## src/rtl/core_sequencer_pkg.sv

```systemverilog
// rtl/core_sequencer_pkg.sv - state encodings, fault codes and decode helpers for the core sequencer
package core_sequencer_pkg;

  typedef enum logic [2:0] {
    ST_IDLE      = 3'd0,
    ST_FETCH     = 3'd1,
    ST_DECODE    = 3'd2,
    ST_EXECUTE   = 3'd3,
    ST_MEMORY    = 3'd4,
    ST_WRITEBACK = 3'd5,
    ST_HALT      = 3'd6
  } state_e;

  typedef enum logic [1:0] {
    FAULT_NONE    = 2'b00,
    FAULT_ILLEGAL = 2'b01,
    FAULT_IMEM    = 2'b10,
    FAULT_DMEM    = 2'b11
  } fault_e;

  localparam logic [31:0] DEFAULT_RESET_PC = 32'h0000_0000;

  // A decoded instruction must belong to exactly one class.
  function automatic logic class_onehot(input logic [4:0] flags);
    return (flags != 5'd0) && ((flags & (flags - 5'd1)) == 5'd0);
  endfunction

endpackage

```

## src/rtl/core_sequencer_mem_wait_timer.sv

```systemverilog
// rtl/core_sequencer_mem_wait_timer.sv - 8-bit memory wait counter with clear, enable and expiry flag
module mem_wait_timer
  import core_sequencer_pkg::*;
#(
  parameter logic [7:0] LIMIT = 8'd15
) (
  input  logic clk,
  input  logic reset,
  input  logic clr,
  input  logic en,
  output logic expired
);

  logic [7:0] count_q;
  logic [7:0] count_d;

  always_comb begin
    count_d = count_q;
    if (clr) begin
      count_d = 8'd0;
    end else if (en) begin
      count_d = count_q + 8'd1;
    end
  end

  always_ff @(posedge clk) begin
    if (reset) begin
      count_q <= 8'd0;
    end else begin
      count_q <= count_d;
    end
  end

  assign expired = (count_q == LIMIT);

endmodule

```

## src/rtl/core_sequencer.sv

```systemverilog
// rtl/core_sequencer.sv - multi-cycle fetch/decode/execute/memory/writeback control FSM
module core_sequencer
  import core_sequencer_pkg::*;
#(
  parameter logic [31:0] RESET_PC    = DEFAULT_RESET_PC,
  parameter int unsigned MEM_TIMEOUT = 15
) (
  input  logic        clk,
  input  logic        reset,
  input  logic        run,
  input  logic        imem_ready,
  input  logic        dmem_ready,
  input  logic        is_load,
  input  logic        is_store,
  input  logic        is_branch,
  input  logic        is_jump,
  input  logic        is_alu,
  input  logic [4:0]  dest,
  input  logic [31:0] next_pc,
  output logic        imem_req,
  output logic        ir_we,
  output logic        decode_en,
  output logic        exec_en,
  output logic        dmem_req,
  output logic        dmem_we,
  output logic        reg_we,
  output logic [31:0] pc,
  output logic [31:0] retired,
  output logic        halted,
  output logic [1:0]  fault
);

  localparam logic [7:0] TIMEOUT_LIMIT = MEM_TIMEOUT[7:0];

  state_e      state_q, state_d;
  fault_e      fault_q, fault_d;
  logic [31:0] pc_q, pc_d;
  logic [31:0] retired_q, retired_d;
  logic        imem_req_q, imem_req_d;
  logic        decode_en_q, decode_en_d;
  logic        exec_en_q, exec_en_d;
  logic        dmem_req_q, dmem_req_d;
  logic        dmem_we_q, dmem_we_d;
  logic        halted_q, halted_d;
  logic        timer_clr, timer_en, timer_expired;

  mem_wait_timer #(.LIMIT(TIMEOUT_LIMIT)) u_wait_timer (
    .clk     (clk),
    .reset   (reset),
    .clr     (timer_clr),
    .en      (timer_en),
    .expired (timer_expired)
  );

  always_comb begin
    state_d   = state_q;
    fault_d   = fault_q;
    pc_d      = pc_q;
    retired_d = retired_q;
    case (state_q)
      ST_IDLE:    if (run) state_d = ST_FETCH;
      ST_FETCH: begin
        if (imem_ready) begin
          state_d = ST_DECODE;
        end else if (timer_expired) begin
          state_d = ST_HALT;
          fault_d = FAULT_IMEM;
        end
      end
      ST_DECODE: begin
        if (class_onehot({is_load, is_store, is_branch, is_jump, is_alu})) begin
          state_d = ST_EXECUTE;
        end else begin
          state_d = ST_HALT;
          fault_d = FAULT_ILLEGAL;
        end
      end
      ST_EXECUTE: state_d = (is_load || is_store) ? ST_MEMORY : ST_WRITEBACK;
      ST_MEMORY: begin
        if (dmem_ready) begin
          state_d = ST_WRITEBACK;
        end else if (timer_expired) begin
          state_d = ST_HALT;
          fault_d = FAULT_DMEM;
        end
      end
      ST_WRITEBACK: begin
        pc_d      = next_pc;
        retired_d = retired_q + 32'd1;
        state_d   = run ? ST_FETCH : ST_IDLE;
      end
      ST_HALT:    state_d = ST_HALT;
      default:    state_d = ST_IDLE;
    endcase

    // Counter restarts on every state change and only runs while a memory is stalling.
    timer_clr = (state_d != state_q);
    timer_en  = ((state_q == ST_FETCH) && !imem_ready) || ((state_q == ST_MEMORY) && !dmem_ready);

    imem_req_d  = (state_d == ST_FETCH);
    decode_en_d = (state_d == ST_DECODE);
    exec_en_d   = (state_d == ST_EXECUTE);
    dmem_req_d  = (state_d == ST_MEMORY);
    dmem_we_d   = (state_d == ST_MEMORY) && is_store;
    halted_d    = (state_d == ST_HALT);
  end

  always_ff @(posedge clk) begin
    if (reset) begin
      state_q     <= ST_IDLE;
      fault_q     <= FAULT_NONE;
      pc_q        <= RESET_PC;
      retired_q   <= 32'd0;
      imem_req_q  <= 1'b0;
      decode_en_q <= 1'b0;
      exec_en_q   <= 1'b0;
      dmem_req_q  <= 1'b0;
      dmem_we_q   <= 1'b0;
      halted_q    <= 1'b0;
    end else begin
      state_q     <= state_d;
      fault_q     <= fault_d;
      pc_q        <= pc_d;
      retired_q   <= retired_d;
      imem_req_q  <= imem_req_d;
      decode_en_q <= decode_en_d;
      exec_en_q   <= exec_en_d;
      dmem_req_q  <= dmem_req_d;
      dmem_we_q   <= dmem_we_d;
      halted_q    <= halted_d;
    end
  end

  // dest only becomes valid once execute has registered it, so reg_we is decoded live.
  assign reg_we    = (state_q == ST_WRITEBACK) && (is_alu || is_load || is_jump) && (dest != 5'd0);
  assign ir_we     = imem_req_q && imem_ready;
  assign imem_req  = imem_req_q;
  assign decode_en = decode_en_q;
  assign exec_en   = exec_en_q;
  assign dmem_req  = dmem_req_q;
  assign dmem_we   = dmem_we_q;
  assign halted    = halted_q;
  assign pc        = pc_q;
  assign retired   = retired_q;
  assign fault     = fault_q;

endmodule

```

## config.mk

```make
export PLATFORM = sky130hd
export DESIGN_NAME = core_sequencer
export DESIGN_NICKNAME = d
export VERILOG_FILES = /design/src/rtl/core_sequencer_pkg.sv /design/src/rtl/core_sequencer_mem_wait_timer.sv /design/src/rtl/core_sequencer.sv
export SDC_FILE = /design/constraint.sdc
export NUM_CORES = 1
export LEC_CHECK = 0
export BUFFER_PORTS_ARGS = -buffer_cell sky130_fd_sc_hd__clkbuf_2
export CORE_MARGIN = 10
export CORE_UTILIZATION = 50
export CTS_CLUSTER_SIZE = 8
export DETAILED_ROUTE_END_ITERATION = 12
export PLACE_DENSITY = 0.85
export SLEW_MARGIN = 30
export SYNTH_ARGS = -nofsm -noshare
export SYNTH_HDL_FRONTEND = slang
export SYNTH_SLANG_ARGS = --single-unit
```

## constraint.sdc

```tcl
create_clock -name clk -period 2.18 [get_ports clk]
set_clock_uncertainty 0.05 [all_clocks]
set_input_delay 0.436 -clock clk [delete_from_list [all_inputs] [get_ports clk]]
set_output_delay 0.436 -clock clk [all_outputs]
set_load 0.02 [all_outputs]
```

==> results.py, run 1 <==
metrics = {
    "floorplanning": {
        "core_area_um2": 6910,
        "io_pins": 121,
        "die_w_um": 105,
        "fp.dieH_um": 105,
        "row_count": 30,
        "initial_core_util_pct": 52.5,
        "dieArea_um2": 11100,
    },
    "routing": {
        "wl_um": 9870,
        "avgRoutedWirePerCell_um": 15.0,
        "drt-pass1-iter-count": 4,
        "drc": 0,
        "num_vias": 3461,
        "dr.first_iter.drc_count": 201,
        "viasPerCell": 5.25,
        "ant_nets": 0,
    },
    "status": {
        "status": "finished clean",
    },
    "synthesis": {
        "ys_seq_area_share_pct": 45.8,
        "yosysTopAreaCellShare_pct": 45.8,
        "avgSynthCellArea_um2": 8.28,
        "synth_top_area_cell": "dfxtp_1",
        "synth.most_common_cell": "nand2_1",
        "synth_common_cells": "85 x nand2_1, 83 x dfxtp_1, 39 x nor2_1, 36 x a21oi_1",
        "synth_flop_cell": "dfxtp_1",
        "ys_warn_count": 0,
        "syn_nets": 487,
        "async_reset_ff_share_pct": 0,
        "synth.area.top_cells": "dfxtp_1 46%, nand2_1 8.8%, a21oi_1 5.0%",
        "synth_edf_count": 0,
        "syn-cell-area_um2": 3630,
        "synthCells": 438,
        "yosysUniqueCellTypes": 53,
        "synth-seq-cells": 83,
    },
    "layout": {
        "drive_gt1_share_pct": 28.1,
        "final_core_util_pct": 65.9,
        "n_antenna_cell": 0,
        "syn_to_final_growth_pct": 25.5,
        "fillers": 629,
        "final_cells": 659,
        "fin_nets": 607,
    },
    "flow_run": {
        "cap_violations": 0,
    },
    "clock_network": {
        "root_buffer": "clkbuf_8",
        "h-tree-depth": 3,
        "clk_pin_slew_worst_paths_ns": 0.09,
        "postCtsSetupBuffers": 0,
        "holdBufCountCts": 0,
        "numCtsBuffers": 9,
        "cts_max_path_buffers": 2,
        "clkSinkCount": 83,
        "cts.repair.resized": 0,
        "cts_tree": "done",
        "clock_latency_ns": 0.35,
    },
    "timing": {
        "holdWs_ns": 0.249,
        "tightest_slew_ns": 0.583,
        "finalCritPeriodShare_pct": 92.5,
        "setup_viol": 0,
        "maxSlewHeadroom_pct": 61.2,
        "report.final.slew_viol_count": 0,
        "period_needed_ns": 2.02,
        "hold_viol_final": 0,
        "max_freq_ghz": 0.496,
        "setup_ws_ns": 0.164,
    },
    "worst_setup_path": {
        "crit_path_max_fanout": 17,
        "reg2reg_slack_ns": 0.16,
        "worstSetupEndpointType": "flop",
        "cp-startpoint": "state_q[0]$_SDFF_PP0_",
        "worst_r2r_endpoint": "u_wait_timer.count_q[2]$_SDFFE_PP0P_",
        "rr_worst_depth": 6,
        "startpoint_type": "flop",
        "worstPathArrival_ns": 2.18,
        "timing_worst_setup_path_type": "flop to flop",
        "r2r-start": "state_q[0]$_SDFF_PP0_",
        "cp-endpoint": "u_wait_timer.count_q[2]$_SDFFE_PP0P_",
        "crit_required_ns": 2.34,
    },
    "placement": {
        "gp_congestion": 0.876,
        "io_buffers": 120,
        "dpl.hpwl_um": 7550,
        "dp_slack_ns": 0.00496,
        "dp_cells": 643,
    },
    "power": {
        "ir_worst_vdd_mv": 0.579,
        "p_leak_uw": 0.00188,
        "p_per_area_nw_per_um2": 682,
    },
    "grt": {
        "grt_max_degree": 59,
        "overflow": 0,
        "first_global_vias": 3515,
        "antenna_found_initial": 0,
        "grt_pass1_wl_um": 16400,
        "grtUsageTotal_pct": 17.5,
    },
    "worst_hold_path": {
        "min_path_type": "input pin to flop",
    },
}
==> power breakdown <==
part | switching [µW] | total [µW] | leakage [µW] | internal [µW]
registers | 30.5 | 1590 | 0.000670 | 1560
clock network | 572 | 1030 | 0.0000937 | 457
logic | 295 | 481 | 0.00111 | 186
==> kinds of logic after synthesis <==
group / Yosys count / share of synthesized area (%)
adders and majority gates: 2 / 0.690
xor gates and xnor gates: 39 / 9.42
AOI/OAI and AO/OA: 57 / 9.59
DFF: 83 / 45.8
muxes: 2 / 0.552
and+or+nand+nor: 223 / 30.3
buffers and inverters: 32 / 3.59
==> cell type report <==
cell class              count  area (µm²)  share of cell area [%]
inverters                   7        26.3                   0.578
clock inverters             6        47.5                    1.05
flip-flops and latches     83        1660                    36.5
clock buffers              10         138                    3.03
repair buffers            134         709                    15.6
well taps                  96         120                    2.64
multi-input cells         323        1850                    40.6
==> through the flow <==
step | cell area (µm²) | power [µW] | TNS, ns
finish | 4550 | 3100 | 0
global route | 4550 | 3260 | -0.000102
CTS | 4530 | 3110 | 0
detailed placement | 4350 | 2100 | 0
global placement | 4350 | 2080 | 0
floorplan | 3630 | 1940 | 0
==> layer usage <==
metal / vias to the layer above / wire length [µm] / GRT usage [%]
met3: 20 / 859 / 7.00
met5: - / 0 / 0
li1: 1744 / - / -
met2: 123 / 5000 / 30.4
met1: 1574 / 3770 / 18.8
met4: 0 / 234 / 6.37
==> how the worst min path moves through the flow <==
stage / from / to / slack (ns) / depth (start not counted)
finish: next_pc[8] / pc[8]$_SDFFE_PP0N_ / 0.25 / 3
global route: next_pc[20] / pc[20]$_SDFFE_PP0N_ / 0.24 / 3
CTS: next_pc[8] / pc[8]$_SDFFE_PP0N_ / 0.24 / 3
detailed placement: pc[26]$_SDFFE_PP0N_ / pc[26]$_SDFFE_PP0N_ / 0.40 / 2
global placement: pc[25]$_SDFFE_PP0N_ / pc[25]$_SDFFE_PP0N_ / 0.39 / 2
floorplan: u_wait_timer.count_q[3]$_SDFFE_PP0P_ / u_wait_timer.count_q[3]$_SDFFE_PP0P_ / 0.47 / 2
==> placed cells by master (no fill, tap or decap), types with 3 or more instances in the layout <==
| cell | instances |
|---|---|
| and4_1 | 3 |
| nand3_1 | 14 |
| nor2_1 | 39 |
| nor4_1 | 15 |
| clkbuf_2 | 120 |
| inv_1 | 7 |
| xnor2_1 | 19 |
| clkbuf_8 | 10 |
| and2_1 | 5 |
| nor3_1 | 20 |
| a21oi_1 | 36 |
| nand2_1 | 85 |
| xor2_1 | 20 |
| nand4_1 | 13 |
| and3_1 | 5 |
| o21ai_0 | 4 |
| dfxtp_1 | 83 |
| inv_6 | 3 |
| nor2b_1 | 3 |
| buf_4 | 13 |
| nand2b_1 | 3 |
==> critical path: stages, from the launching register on <==
cell	delay, ns
dfxtp_1	0.35
buf_4	0.20
or4b_2	0.67
o211ai_1	0.13
a31oi_1	0.07
nand4b_1	0.30
nor3_1	0.12
==> registers in the layout, summed over array words and instances, names as in the netlist <==
signal                count
decode_en                 1
dmem_req                  1
dmem_we                   1
exec_en                   1
fault                     2
halted                    1
imem_req                  1
pc                       32
retired                  32
state_q                   3
u_wait_timer.count_q      8
No activity file was read; power rests on OpenSTA's default activity.
==> run 2: changes to the inputs <==
==> constraint.sdc (replaced) <==
create_clock -name clk -period 2.18 [get_ports clk]
set_clock_uncertainty 0.05 [all_clocks]
set_input_delay 0.327 -clock clk [delete_from_list [all_inputs] [get_ports clk]]
set_output_delay 0.327 -clock clk [all_outputs]
set_load 0.02 [all_outputs]
==> results.py, run 2 (same netlist as run 1, synthesis figures left out) <==
metrics = {
    "placement": {
        "gp_congestion": 0.852,
        "dpl.hpwl_um": 7430,
        "dp_cells": 643,
        "io_buffers": 120,
    },
    "timing": {
        "report.final.slew_viol_count": 0,
        "finalSetupTns_ns": 0,
        "finalCritPeriodShare_pct": 92.9,
        "tightest_slew_ns": 0.567,
        "setup_viol": 0,
        "maxSlewHeadroom_pct": 62.1,
        "period_needed_ns": 2.02,
        "hold_viol_final": 0,
        "max_freq_ghz": 0.494,
        "rsz0062_at_grt": "no",
    },
    "power": {
        "p_seq_share_pct": 49.7,
        "clock_power_share_pct": 36.0,
        "p_leak_uw": 0.00189,
        "power_switching_uw": 888,
        "switching_share_pct": 27.7,
        "pwr-share-comb_pct": 14.3,
        "ir_worst_vdd_mv": 0.587,
        "p_per_area_nw_per_um2": 702,
        "p_int_uw": 2320,
    },
    "layout": {
        "final_cells": 659,
        "syn_to_final_growth_pct": 25.8,
        "final_cell_mix": "120 x clkbuf_2, 85 x nand2_1, 83 x dfxtp_1",
        "fin_nets": 607,
        "fillers": 638,
        "n_antenna_cell": 0,
        "drive_gt1_share_pct": 28.2,
        "layout_commonest_cell": "clkbuf_2",
    },
    "floorplanning": {
        "dieArea_um2": 11100,
        "initial_core_util_pct": 52.5,
        "die_w_um": 105,
        "row_count": 30,
        "core_area_um2": 6910,
        "io_pins": 121,
        "fp.dieH_um": 105,
    },
    "worst_setup_path": {
        "r2r-start": "retired[16]$_SDFFE_PP0N_",
        "crit_path_max_fanout": 5,
        "startpoint_type": "flop",
        "worst_r2r_endpoint": "retired[31]$_SDFFE_PP0N_",
        "worstSetupEndpointType": "flop",
        "timing_worst_setup_path_type": "flop to flop",
        "crit_required_ns": 2.42,
        "rr_worst_depth": 5,
        "worstPathArrival_ns": 2.27,
        "reg2reg_slack_ns": 0.16,
    },
    "grt": {
        "grt_max_degree": 44,
        "overflow": 0,
        "grt_pass1_wl_um": 16100,
        "antenna_found_initial": 0,
        "first_global_vias": 3443,
        "grtUsageTotal_pct": 17.1,
    },
    "routing": {
        "wl_um": 9710,
        "viasPerCell": 5.24,
        "ant_nets": 0,
        "avgRoutedWirePerCell_um": 14.7,
        "drt-pass1-iter-count": 4,
        "num_vias": 3455,
        "dr.first_iter.drc_count": 156,
        "drc": 0,
    },
    "clock_network": {
        "clkSinkCount": 83,
        "cts_max_path_buffers": 2,
        "holdBufCountCts": 0,
        "clk_pin_slew_worst_paths_ns": 0.09,
        "cts_tree": "done",
        "cts.repair.resized": 0,
        "root_buffer": "clkbuf_8",
        "postCtsSetupBuffers": 0,
        "clock_latency_ns": 0.35,
        "numCtsBuffers": 9,
        "h-tree-depth": 3,
    },
    "worst_hold_path": {
        "min_path_type": "input pin to flop",
        "min_to": "pc[18]$_SDFFE_PP0N_",
        "hold_start": "next_pc[18]",
        "min_path_cells": 3,
    },
    "flow_run": {
        "cap_violations": 0,
    },
    "status": {
        "status": "finished clean",
    },
}
run 2: changes by cell type in the layout (fill, tap and decap cells not counted):
cell,change
clkinv_4,-1
a2111oi_2,+1
nor4_1,-1
inv_6,-1
a2111oi_4,-1
inv_8,+1
buf_4,+1
nor4_2,+1
buf_6,-1
bufinv_16,+1
run 2: how the worst max path moves through the flow:
stage	start	end	slack, ns	depth (start not counted)
2_1_floorplan	retired[2]$_SDFFE_PP0N_	retired[31]$_SDFFE_PP0N_	0.11	5
3_3_place_gp	state_q[0]$_SDFF_PP0_	retired[31]$_SDFFE_PP0N_	0.27	5
3_5_place_dp	is_store	u_wait_timer.count_q[1]$_SDFFE_PP0P_	0.16	6
4_1_cts	u_wait_timer.count_q[4]$_SDFFE_PP0P_	dmem_we$_SDFF_PP0_	0.12	5
5_1_grt	state_q[2]$_SDFF_PP0_	dmem_we$_SDFF_PP0_	0.02	6
6_report	retired[16]$_SDFFE_PP0N_	retired[31]$_SDFFE_PP0N_	0.16	5
run 2: critical path: stages, from the launching register on:
cell	delay, ns
dfxtp_1	0.42
nand4_1	0.17
or3_4	0.40
or3_1	0.38
or4_1	0.41
a21oi_1	0.14
run 2: layer usage:
metal | wire length, µm | track usage (%) | up-vias | share of wire [%]
li1 | - | - | 1742 | -
met4 | 192 | 5.10 | 0 | 2.0
met3 | 907 | 8.78 | 17 | 9.3
met2 | 4870 | 29.8 | 106 | 50
met1 | 3740 | 17.4 | 1590 | 38
met5 | 0 | 0 | - | 0
run 2: power groups by stage:
stage	clock network (µW)	logic [µW]	registers, µW
2_1_floorplan	0	269	1670
3_3_place_gp	0	452	1630
3_5_place_dp	0	460	1630
4_1_cts	1190	462	1590
5_1_grt	1240	505	1600
6_report	1150	457	1590
run 2: final cells by class:
class                      count  area (µm²)  share of cell area [%]
multi-input combinational    323        1840                    40.3
sequential                    83        1660                    36.4
inverter                       7        26.3                   0.576
tap                           96         120                    2.63
clock buffer                  10         138                    3.02
clock inverter                 6        71.3                    1.56
timing repair buffer         134         706                    15.5
run 2: metrics by stage:
| stage | instance area (µm²) | worst slack, ns | util (%) | power (µW) | hold slack [ns] |
|---|---|---|---|---|---|
| 2_1_floorplan | 3630 | 0.106 | - | 1940 | 0.413 |
| 3_3_place_gp | 4350 | 0.268 | 63.0 | 2080 | 0.392 |
| 3_5_place_dp | 4350 | 0.163 | 63.0 | 2090 | 0.397 |
| 4_1_cts | 4560 | 0.125 | 66.0 | 3240 | 0.118 |
| 5_1_grt | 4560 | 0.0193 | 66.1 | 3350 | 0.123 |
| 6_report | 4560 | 0.156 | 66.1 | 3200 | 0.136 |
